===== src/rtl/dense_sequencer.sv =====
`default_nettype none
// ============================================================================
// dense_sequencer: runs NUM_OUTPUTS neurons through an external dense unit,
// gathering weights/bias from 1-cycle ROMs. Macro DENSE_SEQ_RELU_EN clamps
// negative results to zero.
// Revision: 1.0
// ============================================================================
module dense_sequencer #(
  parameter int N           = 16,
  parameter int Q           = 8,
  parameter int NUM_INPUTS  = 4,
  parameter int NUM_OUTPUTS = 4,
  localparam int c_WA_W  = (NUM_OUTPUTS * NUM_INPUTS > 1) ? $clog2(NUM_OUTPUTS * NUM_INPUTS) : 1,
  localparam int c_BA_W  = (NUM_OUTPUTS > 1) ? $clog2(NUM_OUTPUTS) : 1,
  localparam int c_VEC_W = N * NUM_INPUTS
) (
  input  logic               clk,
  input  logic               reset,
  input  logic               start,
  input  logic [c_VEC_W-1:0] in_vec,
  output logic               busy,
  output logic               done,
  output logic [c_WA_W-1:0]  w_addr,
  input  logic [N-1:0]       w_data,
  output logic [c_BA_W-1:0]  b_addr,
  input  logic [N-1:0]       b_data,
  output logic               d_start,
  output logic [c_VEC_W-1:0] d_input_vec,
  output logic [c_VEC_W-1:0] d_weight_vec,
  output logic [N-1:0]       d_bias,
  input  logic               d_done,
  input  logic [N-1:0]       d_output,
  output logic               res_valid,
  output logic [c_BA_W-1:0]  res_idx,
  output logic [N-1:0]       res_data
);

  localparam int c_CNT_W = $clog2(NUM_INPUTS + 1);

  typedef enum logic [2:0] {
    IDLE  = 3'd0,
    FETCH = 3'd1,
    ISSUE = 3'd2,
    WAIT  = 3'd3,
    STORE = 3'd4,
    FIN   = 3'd5
  } state_t;

  // Q only names the fixed-point format; results pass through unscaled.
  generate
    if (Q >= N) begin : g_q_exceeds_width
    end
  endgenerate

  state_t               state_q, state_d;
  logic [c_BA_W-1:0]    j_q, j_d;
  logic [c_CNT_W-1:0]   cnt_q, cnt_d;
  logic [c_WA_W-1:0]    waddr_q, waddr_d;
  logic [c_BA_W-1:0]    baddr_q, baddr_d;
  logic [c_VEC_W-1:0]   in_q, in_d;
  logic [c_VEC_W-1:0]   wv_q, wv_d;
  logic [N-1:0]         bias_q, bias_d;
  logic [N-1:0]         res_q, res_d;

  always_comb begin
    state_d   = state_q;
    j_d       = j_q;
    cnt_d     = cnt_q;
    waddr_d   = waddr_q;
    baddr_d   = baddr_q;
    in_d      = in_q;
    wv_d      = wv_q;
    bias_d    = bias_q;
    res_d     = res_q;
    busy      = 1'b0;
    done      = 1'b0;
    d_start   = 1'b0;
    res_valid = 1'b0;

    case (state_q)
      IDLE: begin
        if (start) begin
          state_d = FETCH;
          in_d    = in_vec;
          j_d     = '0;
          cnt_d   = '0;
          waddr_d = '0;
          baddr_d = '0;
        end
      end

      FETCH: begin
        busy = 1'b1;
        // ROM data lags its address by one cycle, so cycle c lands element c-1.
        for (int k = 0; k < NUM_INPUTS; k++) begin
          if (cnt_q == c_CNT_W'(k + 1)) begin
            wv_d[k*N +: N] = w_data;
          end
        end
        if (cnt_q == c_CNT_W'(1)) begin
          bias_d = b_data;
        end
        if (cnt_q < c_CNT_W'(NUM_INPUTS - 1)) begin
          waddr_d = waddr_q + c_WA_W'(1);
        end
        if (cnt_q == c_CNT_W'(NUM_INPUTS)) begin
          state_d = ISSUE;
        end else begin
          cnt_d = cnt_q + c_CNT_W'(1);
        end
      end

      ISSUE: begin
        busy    = 1'b1;
        d_start = 1'b1;
        cnt_d   = '0;
        state_d = WAIT;
      end

      WAIT: begin
        busy = 1'b1;
        if (d_done) begin
`ifdef DENSE_SEQ_RELU_EN
          res_d = d_output[N-1] ? '0 : d_output;
`else
          res_d = d_output;
`endif
          state_d = STORE;
        end
      end

      STORE: begin
        busy      = 1'b1;
        res_valid = 1'b1;
        if (j_q == c_BA_W'(NUM_OUTPUTS - 1)) begin
          state_d = FIN;
        end else begin
          // Neuron weights are contiguous, so the next base is one past the last.
          j_d     = j_q + c_BA_W'(1);
          baddr_d = j_q + c_BA_W'(1);
          waddr_d = waddr_q + c_WA_W'(1);
          cnt_d   = '0;
          state_d = FETCH;
        end
      end

      FIN: begin
        done    = 1'b1;
        state_d = IDLE;
      end

      default: begin
        state_d = IDLE;
      end
    endcase
  end

  always_ff @(posedge clk) begin
    if (!reset) begin
      state_q <= IDLE;
    end else begin
      state_q <= state_d;
    end
  end

  always_ff @(posedge clk) begin
    if (!reset) begin
      j_q     <= '0;
      cnt_q   <= '0;
      waddr_q <= '0;
      baddr_q <= '0;
      in_q    <= '0;
      wv_q    <= '0;
      bias_q  <= '0;
      res_q   <= '0;
    end else begin
      j_q     <= j_d;
      cnt_q   <= cnt_d;
      waddr_q <= waddr_d;
      baddr_q <= baddr_d;
      in_q    <= in_d;
      wv_q    <= wv_d;
      bias_q  <= bias_d;
      res_q   <= res_d;
    end
  end

  assign w_addr       = waddr_q;
  assign b_addr       = baddr_q;
  assign d_input_vec  = in_q;
  assign d_weight_vec = wv_q;
  assign d_bias       = bias_q;
  assign res_idx      = j_q;
  assign res_data     = res_q;

endmodule
`default_nettype wire


===== config.mk =====
export PLATFORM = sky130hd
export DESIGN_NAME = dense_sequencer
export DESIGN_NICKNAME = d
export VERILOG_FILES = /design/src/rtl/dense_sequencer.sv
export SDC_FILE = /design/constraint.sdc
export NUM_CORES = 1
export LEC_CHECK = 0
export BUFFER_PORTS_ARGS = -buffer_cell sky130_fd_sc_hd__buf_2
export CAP_MARGIN = 20
export CORE_ASPECT_RATIO = 2
export CORE_MARGIN = 2
export CORE_UTILIZATION = 45
export CTS_BUF_LIST = sky130_fd_sc_hd__clkbuf_16
export CTS_CLUSTER_DIAMETER = 80
export DETAILED_ROUTE_END_ITERATION = 12
export PLACE_DENSITY = 0.78
export SLEW_MARGIN = 10
export SYNTH_ARGS = -nofsm -noshare
export SYNTH_HDL_FRONTEND = slang
export SYNTH_SLANG_ARGS = --single-unit
export TNS_END_PERCENT = 30

===== constraint.sdc =====
create_clock -name clk -period 1.75 [get_ports clk]
set_input_delay 0.0875 -clock clk [delete_from_list [all_inputs] [get_ports clk]]
set_output_delay 0.0875 -clock clk [all_outputs]
set_load 0.05 [all_outputs]

==> results.sh <==
export IMPL_syn_inst=795
export IMPL_synth_seq_cells=172
export IMPL_cp_common_cell="buf_4"
export IMPL_setup_viol=0
export IMPL_die_w_um=87.38
export IMPL_vias=7003
export IMPL_peakVddDrop_v=0.0006758
export IMPL_first_pass_iters=4
export IMPL_clkLatencyLatePin_ns=0.42
export IMPL_status="finished clean"
export IMPL_critical_path_top_delay_family="simple AND/OR/NAND/NOR gates"
export IMPL_wl_met3_um=1540
export IMPL_drv_cap=0
export IMPL_yosysSeqAreaShare_pct=55.03
export IMPL_cp_start_kind="register"
export IMPL_start_util_pct=45.55
export IMPL_syn_num_nets=917
export IMPL_core_rowCount=61
export IMPL_crit_slowest_cell="dfxtp_1"
export IMPL_path_clk_slew_ns=0.06
export IMPL_cts_tree="done"
export IMPL_drc=0
export IMPL_cp_num_buf_inv=2
export IMPL_ios=288
export IMPL_min_path_cells=2
export IMPL_syn_avg_cell_area_um2=7.871
export IMPL_synth_edf_count=0
export IMPL_fin_crit_ns=1.612
export IMPL_core_area_mm2=0.01374
export IMPL_cpPeakStageDelay_ns=0.46
export IMPL_regToRegEndpoint="d_weight_vec[37]"
export IMPL_avgViaCountPerCell=5.203
export IMPL_worstPathArrival_ns=1.94
export IMPL_cp_max_fo=16
export IMPL_worstMarginPinSlew_ns=0.3297
export IMPL_dieHeight_um=170.8
export IMPL_post_drt_wl_per_cell_um=15.17
export IMPL_yosysWarnings=0
export IMPL_critical_path_class="reg2reg"
export IMPL_hold_start="reset"
export IMPL_grt_usage_pct=25.95
export IMPL_synth_top_area_share_pct=55.03
export IMPL_clock_path_buffers=2
export IMPL_drt_met1_wl_um=8049
export IMPL_dieArea_mm2=0.01492
export IMPL_rsz0062_at_grt="no"
export IMPL_clock_root_buffer="clkbuf_16"
export IMPL_post_dp_hpwl_um=12100
export IMPL_drive_gt1_share_pct=29.10
export IMPL_max_freq_mhz=620.4
export IMPL_wl_met2_um=10030
export IMPL_reg2reg_depth=6
export IMPL_slew_violations=0
export IMPL_routed_wl_um=20420
export IMPL_numCtsBuffers=17
export IMPL_finClkSkew_ns=0.005317
export IMPL_powerDensity_mw_per_mm2=963.8
export IMPL_placed_area_mm2=0.007896
export IMPL_hold_end="state_q[0]"
export IMPL_cts_sinks=172
export IMPL_cts_max_level=4
export IMPL_synthDistinctLibCells=37
export IMPL_synthTopCellsByCount="333 x nand2_1, 172 x dfxtp_1, 169 x a21oi_1, 34 x clkbuf_1, 13 x buf_2"
export IMPL_globalplace_congestion=0.8475
export IMPL_path_depth=6
export IMPL_endpoint_kind="register"
export IMPL_drt_iter0_drc=334
export IMPL_top_layer="met4"
export IMPL_ant_nets=0
export IMPL_hold_path_class="in2reg"
export IMPL_reg2reg_slack_ns=0.14
export IMPL_yosys_top_cells_area="dfxtp_1 55%, nand2_1 20%, a21oi_1 14%"
export IMPL_grt_pass1_vias=6675
export IMPL_hold_viol_final=0
export IMPL_final_area_mm2=0.009629
export IMPL_filler_cell_count=991
export IMPL_grt_ovfl_total=0
export IMPL_port_buffers=287
export IMPL_yosys_area_top_type="dfxtp_1"
export IMPL_synth_ff_type="dfxtp_1"
export IMPL_yosysMostFrequentCell="nand2_1"
export IMPL_r2r_start="state_q[0]"
export IMPL_netlist_area_mm2=0.006257
export IMPL_holdWs_ns=0.05201
export IMPL_p_leak_nw=4.317
export IMPL_grt_first_pass_wirelength_um=30990
export IMPL_tns_ns=0
export IMPL_final_nets=1298
export IMPL_grt_max_degree=66
export IMPL_synthArstFlopShare_pct=0
export IMPL_p_total_mw=9.280
export IMPL_syn2layout_area_growth_pct=53.89
export IMPL_antenna_cells=0
export IMPL_antenna_found_initial=0
export IMPL_worstPathRequired_ns=2.08
export IMPL_slew_headroom_pct=77.87
export IMPL_final_core_util_pct=70.09
export IMPL_finalCritPeriodShare_pct=92.11
export IMPL_worstPathCellList="nor4b_4 > buf_4 > and2_1 > buf_4 > nand2_1 > a21oi_1"
repair_timing:
item,CTS,global route
endpoints found under the hold margin,160,0
resized for setup,2,4
buffers inserted,0,0
endpoints found under the setup margin,2,13
hold buffers,112,0
per-stage QoR:
step	setup slack, ns	cells
after global placement	0.2264	1202
after floorplan	0.05409	795
final	0.1381	1346
after detailed placement	0.1216	1202
after global routing	0.03197	1346
after CTS	0.02777	1346
worst reg2reg max path, delay by kind of cell (launching register included):
family	cells	cell delay (ns)
and+or+nand+nor	3	0.50
AOI/OAI and AO/OA	1	0.17
DFF	1	0.46
buffers and inverters	2	0.40
sequential cells by signal, indices dropped and copies added (netlist names):
signal / count
w_addr: 4
d_bias: 16
cnt_q: 3
b_addr: 2
res_data: 16
state_q: 3
d_input_vec: 64
d_weight_vec: 64
logic make-up (layout without fill, tap and decap cells):
kind of cell / after synthesis / count (layout) / share of synthesized area [%]
and+or+nand+nor: 368 / 368 / 23.50
buffers and inverters: 62 / 456 / 4.499
AOI/OAI and AO/OA: 184 / 184 / 15.34
muxes: 1 / 1 / 0.1600
xor gates and xnor gates: 2 / 2 / 0.2800
adders and majority gates: 6 / 6 / 1.200
DFF: 172 / 172 / 55.03
placed cells by master, fill, tap and decap left out, types with 2 or more instances in the layout:
master	count
o22ai_1	4
a21oi_1	169
clkinv_1	4
and3_1	3
clkinvlp_4	3
bufinv_16	3
o21ai_0	2
buf_4	11
clkinv_4	3
nor2b_1	2
dfxtp_2	2
inv_6	2
inv_1	4
clkbuf_4	2
nor3_1	3
buf_2	285
nand2b_1	2
and2_1	4
xnor2_1	2
ha_1	6
nand3b_1	2
nand3_1	6
dlygate4sd3_1	112
nand2_1	332
dfxtp_1	170
o21ai_2	2
buf_12	9
clkbuf_16	17
nor2_1	5
worst max path at each step:
stage / start / slack (ns) / endpoint
3_3_place_gp: state_q[2] / 0.23 / d_bias[0]
4_1_cts: state_q[2] / 0.03 / done
2_1_floorplan: b_addr[0] / 0.05 / w_addr[1]
6_report: state_q[0] / 0.14 / d_weight_vec[37]
5_1_grt: state_q[2] / 0.03 / d_input_vec[57]
3_5_place_dp: state_q[2] / 0.12 / d_weight_vec[6]
where the power goes:
group / switching (mW) / internal, mW
Clock: 1.57 / 2.24
Sequential: 0.0657 / 4.04
Combinational: 0.883 / 0.486
layout make-up:
| type | count | area (um^2) | share of cell area, % |
|---|---|---|---|
| Sequential cell | 172 | 3446 | 35.78 |
| Timing Repair Buffer | 419 | 2825 | 29.34 |
| Multi-Input combinational cell | 561 | 2544 | 26.42 |
| Clock buffer | 17 | 425.4 | 4.418 |
| Tap cell | 157 | 196.4 | 2.040 |
| Clock inverter | 15 | 171.4 | 1.780 |
| Inverter | 5 | 21.27 | 0.2209 |
routing by layer:
layer	global-route usage (%)	vias up
met1	30.07	3252
met3	6.609	71
met5	0	-
met2	43.05	337
met4	13.78	0
li1	-	3343
Note: power is estimated with default switching activity, not from simulation.
